==> config.mk <==
export PLATFORM = sky130hd
export DESIGN_NAME = abfsm_share_arb
export DESIGN_NICKNAME = d
export VERILOG_FILES = /design/src/rtl/abfsm_pkg.sv /design/src/rtl/abfsm_share_arb_rr_pick.sv /design/src/rtl/abfsm_share_arb.sv
export SDC_FILE = /design/constraint.sdc
export NUM_CORES = 1
export LEC_CHECK = 0
export BUFFER_PORTS_ARGS = -buffer_cell sky130_fd_sc_hd__buf_2
export CAP_MARGIN = 20
export CORE_MARGIN = 5
export CORE_UTILIZATION = 45
export CTS_CLUSTER_SIZE = 30
export DETAILED_ROUTE_END_ITERATION = 7
export GPL_TIMING_DRIVEN = 0
export PLACE_DENSITY = 0.76
export REMOVE_ABC_BUFFERS = 1
export SLEW_MARGIN = 20
export SYNTH_ARGS = -nofsm -noshare
export SYNTH_HDL_FRONTEND = slang
export SYNTH_SLANG_ARGS = --single-unit
==> constraint.sdc <==
create_clock -name clk -period 2.75 [get_ports clk]
set_input_delay 0.275 -clock clk [delete_from_list [all_inputs] [get_ports clk]]
set_output_delay 0.275 -clock clk [all_outputs]
set_load 0.02 [all_outputs]
==> src/rtl/abfsm_pkg.sv <==
// Shared types for the shared-detector arbiter: detector and controller
// state encodings plus the detector next-state function.
package abfsm_pkg;

  typedef enum logic [1:0] {
    S0 = 2'b00,
    S1 = 2'b01,
    S2 = 2'b10
  } det_state_e;

  typedef enum logic [1:0] {
    IDLE  = 2'b00,
    OWN   = 2'b01,
    FLUSH = 2'b10
  } ctl_state_e;

  function automatic det_state_e det_next(
    det_state_e s,
    logic       a,
    logic       b
  );
    det_state_e n;
    n = S0;
    unique case (s)
      S0: begin
        if (a & b) n = S2;
        else if (a) n = S1;
        else n = S0;
      end
      S1:      n = a ? S0 : S1;
      default: n = S0;
    endcase
    return n;
  endfunction

endpackage

==> src/rtl/abfsm_share_arb_rr_pick.sv <==
// Round-robin picker: first set request searching upward from last+1,
// wrapping modulo N.
module rr_pick #(
  parameter int N  = 4,
  parameter int IW = $clog2(N)
) (
  input  logic [N-1:0]  req_i,
  input  logic [IW-1:0] last_i,
  output logic [N-1:0]  win_o,
  output logic [IW-1:0] idx_o,
  output logic          any_o
);

  logic [IW-1:0] c;

  always_comb begin
    win_o = '0;
    idx_o = '0;
    any_o = 1'b0;
    c     = '0;
    for (int i = 1; i <= N; i++) begin
      c = IW'((32'(last_i) + 32'(i)) % 32'(N));
      if (!any_o && req_i[c]) begin
        any_o    = 1'b1;
        idx_o    = c;
        win_o[c] = 1'b1;
      end
    end
  end

endmodule

==> src/rtl/abfsm_share_arb.sv <==
// Round-robin owner of one shared a/b detector; keeps a shadow of the
// detector state so grants are only released with the detector in S0.
module abfsm_share_arb #(
  parameter int N        = 4,
  parameter int MAX_HOLD = 8
) (
  input  logic         clk,
  input  logic         reset,
  input  logic [N-1:0] req,
  input  logic [N-1:0] a_req,
  input  logic [N-1:0] b_req,
  output logic [N-1:0] gnt,
  output logic [N-1:0] hit,
  output logic         fsm_a,
  output logic         fsm_b,
  input  logic         fsm_y0,
  input  logic         fsm_y1,
  output logic         busy,
  output logic         err
);

  import abfsm_pkg::*;

  localparam int IW = $clog2(N);
  localparam int HW = $clog2(MAX_HOLD);
  localparam logic [HW-1:0] HOLD_MAX = HW'(MAX_HOLD - 1);

  ctl_state_e    state_q, state_d;
  det_state_e    shd_q, shd_d;
  logic [IW-1:0] last_q, last_d;
  logic [HW-1:0] hold_q, hold_d;
  logic [N-1:0]  gnt_q, gnt_d;
  logic          err_q, err_d;

  logic [N-1:0]  win;
  logic [IW-1:0] win_idx;
  logic          win_any;
  logic          own_req;
  logic          others;
  logic          rel;
  logic          exp_y1;
  logic          exp_y0;

  rr_pick #(.N(N), .IW(IW)) u_pick (
    .req_i  (req),
    .last_i (last_q),
    .win_o  (win),
    .idx_o  (win_idx),
    .any_o  (win_any)
  );

  // In OWN the owner is always the last winner.
  assign own_req = req[last_q];
  assign others  = |(req & ~gnt_q);

  always_comb begin
    fsm_a = 1'b0;
    fsm_b = 1'b0;
    hit   = '0;
    unique case (state_q)
      OWN: begin
        if (own_req) begin
          fsm_a       = a_req[last_q];
          fsm_b       = b_req[last_q];
          hit[last_q] = fsm_y0;
        end
      end
      FLUSH: fsm_a = 1'b1;
      default: ;
    endcase
  end

  always_comb begin
    state_d = state_q;
    last_d  = last_q;
    hold_d  = hold_q;
    gnt_d   = gnt_q;
    rel     = 1'b0;
    shd_d   = det_next(shd_q, fsm_a, fsm_b);
    unique case (state_q)
      IDLE: begin
        if (win_any) begin
          state_d = OWN;
          gnt_d   = win;
          last_d  = win_idx;
          hold_d  = '0;
        end
      end
      OWN: begin
        rel = !own_req || ((hold_q == HOLD_MAX) && others);
        // Saturate so a lone owner is preempted as soon as anyone asks.
        if (own_req && (hold_q != HOLD_MAX))
          hold_d = hold_q + HW'(1);
        if (rel) begin
          gnt_d   = '0;
          state_d = (shd_d == S0) ? IDLE : FLUSH;
        end
      end
      FLUSH: state_d = IDLE;
      default: state_d = IDLE;
    endcase
  end

  assign exp_y1 = (shd_q == S0) || (shd_q == S1);
  assign exp_y0 = (shd_q == S0) & fsm_a & fsm_b;
  assign err_d  = err_q | (fsm_y1 != exp_y1) | (fsm_y0 != exp_y0);

  always_ff @(posedge clk or posedge reset) begin
    if (reset) begin
      state_q <= IDLE;
      shd_q   <= S0;
      last_q  <= IW'(N - 1);
      hold_q  <= '0;
      gnt_q   <= '0;
      err_q   <= 1'b0;
    end else begin
      state_q <= state_d;
      shd_q   <= shd_d;
      last_q  <= last_d;
      hold_q  <= hold_d;
      gnt_q   <= gnt_d;
      err_q   <= err_d;
    end
  end

  assign gnt  = gnt_q;
  assign busy = (state_q != IDLE);
  assign err  = err_q;

endmodule

==> impl_metrics.toml <==
[outcome]
status = "finished, final reports clean"

[worst_setup_path]
cp_slowest_stage_delay_ns = 0.62
r2r_start = "last_q[1]$_DFFE_PP1P_"
reg2reg_depth = 7
r2r_setup_slack_ns = 0.13
crit_required_ns = 2.93
crit_chain = "inv_1, ha_1, mux4_2, nor2b_1, a221o_1, and3_1, a311o_1"
criticalPathCategory = "flop to flop"
worst-path-max-fanout = 9
r2r_end = "gnt[2]$_DFFE_PP0P_"
endpoint_kind = "flop"
crit_family = "flip-flops"
cp_slowest_cell = "dfstp_2"
critPathBufInv = 1
start_kind = "flop"
cp.arrival_ns = 2.80

[timing]
setup_tns_ns = 0
fin_skew_ns = 0.003227
max_freq_ghz = 0.3817
worst_pin_slew_ns = 0.6666
fin_crit_sh = 0.9526
finalSetupViolCount = 0
min_period_ns = 2.620
layout_setup_ws_ns = 0.1303
slew_violations = 0
maxSlewHeadroom = 0.5522
hold_viol = 0
rsz0062_at_grt = "false"
hold_slack_ns = 0.01222

[worst_hold_path]
min_path_type = "input port to asynchronous set/reset pin"

[synth]
ys_seq_area_frac = 0.2643
synthTopCellsByArea = "dfrtp_1, ha_1, mux4_2, dfstp_2, mux4_1"
syn_avg_cell_area_um2 = 10.04
yosysWarnings = 0
postSynthCellCount = 133
synth_top_cell_area_share = 0.2249
synth_top_area_cell = "dfrtp_1"
netlist_area_um2 = 1335
ys_types = 46
synth-seq-cells = 14
synth-edff-count = 0
synth_ff_type = "dfrtp_1"
async_reset_ff_frac = 1.000

[clock_tree]
cts_hold_buf = 0
clock_latency_ns = 0.29
cts_buffers = 3
cts.reportedPaths.clkPinSlew_ns = 0.09
cts-root-buf = "clkbuf_4"
cts_tree = "built"
htreeDepth = 1
cts_buffer_depth = 2
cts.sinks = 14

[finish]
drive_gt1_frac = 0.2963
postLayoutCoreUtil = 0.5464
layout.cells.most_common = "buf_2"
layout_common_cells = "buf_2, ha_1, dfrtp_1, inv_1, nor2_1"
nNetsFinal = 192
antenna_cells = 0
synthToLayoutAreaGrowth_pct = 14.81

[route]
post_drt_via_cell_ratio = 6.176
drtIter0Drc = 25
first_pass_iters = 4
drc = 0
routedWlPerCell_um = 16.54
vias = 1192
routed_wl_mm = 3.192
ant_nets = 0

[die]
coreArea_um2 = 2805
ioPinCount = 28
fp-row-count = 19
fp.dieArea_um2 = 4156
die_height_um = 64.47
die_w_um = 64.47
start_util = 0.4759

[power_and_ir_drop]
clkPwrFrac = 0.090
p_comb_frac = 0.697
leakagePower_uw = 0.0007548
switchingPower_uw = 818.5
swShare = 0.4714
internal_power_uw = 917.7
ir_drop_v = 0.0007054
powerDensity_nw_per_um2 = 1133
seq_power_share = 0.213

[job]
cap_violations = 0

[place]
place.port_buffers = 27
hpwlAfterDp_mm = 2.415
detailedPlace.worstSlack_ns = -0.1217
place_congestion = 0.9289

[grt]
antenna_found_initial = 0
grt_max_degree = 15
grt-ovfl-total = 0
grt_pass1_vias = 1227
grt_pass1_wl_mm = 5.423
track_usage = 0.1627
-- per-layer routing --
layer  track usage  wire length (um)
met3       0.02245               124
met1        0.1845              1328
met2        0.2990              1686
met4       0.07916                53
met5             0                 0
-- per-stage QoR --
stage	cells	power, uW	area (um2)
CTS	190	1698	1510
global route	193	1890	1533
detailed placement	184	1513	1455
floorplan	126	1253	1281
finish	193	1736	1533
global placement	184	1458	1455
-- cell usage after synthesis (3+ instances only) --
library cell	number
nand2b_1	5
mux2i_1	3
a221o_1	5
o21ai_0	4
nor2_1	8
nor3_1	3
inv_1	9
nor2b_1	6
and3_1	6
mux4_2	3
ha_1	13
a21oi_1	3
buf_2	3
dfrtp_1	12
a311o_1	4
o21a_1	4
-- state kept, by name, indices dropped and copies added (netlist names) --
| name | cells |
|---|---|
| err | 1 |
| gnt | 4 |
| hold_q | 3 |
| last_q | 2 |
| shd_q | 2 |
| state_q | 2 |
-- cell type report --
| class | count | area (um2) |
|---|---|---|
| Fill cell | 267 | 1272 |
| Multi-Input combinational cell | 103 | 894.6 |
| Sequential cell | 14 | 356.6 |
| Timing Repair Buffer | 32 | 172.7 |
| Tap cell | 31 | 38.79 |
| Clock buffer | 4 | 36.28 |
| Inverter | 9 | 33.78 |
-- how the worst max path moves through the flow --
stage,cells past startpoint,startpoint,to
2_1_floorplan,7,last_q[0]$_DFFE_PP1P_,gnt[0]$_DFFE_PP0P_
6_report,7,last_q[1]$_DFFE_PP1P_,gnt[2]$_DFFE_PP0P_
5_1_grt,7,last_q[1]$_DFFE_PP1P_,gnt[2]$_DFFE_PP0P_
3_5_place_dp,7,last_q[0]$_DFFE_PP1P_,gnt[2]$_DFFE_PP0P_
3_3_place_gp,7,last_q[0]$_DFFE_PP1P_,gnt[2]$_DFFE_PP0P_
4_1_cts,7,last_q[1]$_DFFE_PP1P_,gnt[2]$_DFFE_PP0P_
-- cell families (layout without fill, tap and decap cells) --
| logic type | after synthesis | after routing | share of synthesized area |
|---|---|---|---|
| buffers and inverters | 16 | 45 | 0.06560 |
| muxes | 9 | 9 | 0.1209 |
| adders and majority gates | 13 | 13 | 0.1218 |
| DFF | 14 | 14 | 0.2643 |
| xor gates and xnor gates | 2 | 2 | 0.01312 |
| and+or+nand+nor | 45 | 45 | 0.2034 |
| AOI/OAI and AO/OA | 34 | 34 | 0.2109 |
-- power by group through the flow --
stage | Sequential, uW | Clock [uW] | Combinational, uW
floorplan | 418 | 0 | 836
global placement | 421 | 0 | 1040
detailed placement | 431 | 0 | 1080
CTS | 385 | 155 | 1160
global route | 381 | 171 | 1340
finish | 370 | 156 | 1210
-- repair_timing --
item,in CTS,in global routing
endpoints found under the hold margin,0,0
setup endpoints to repair,4,4
setup buffers,2,3
gates cloned,0,0
resized for setup,1,0
Power figures use the tool's default switching activity.
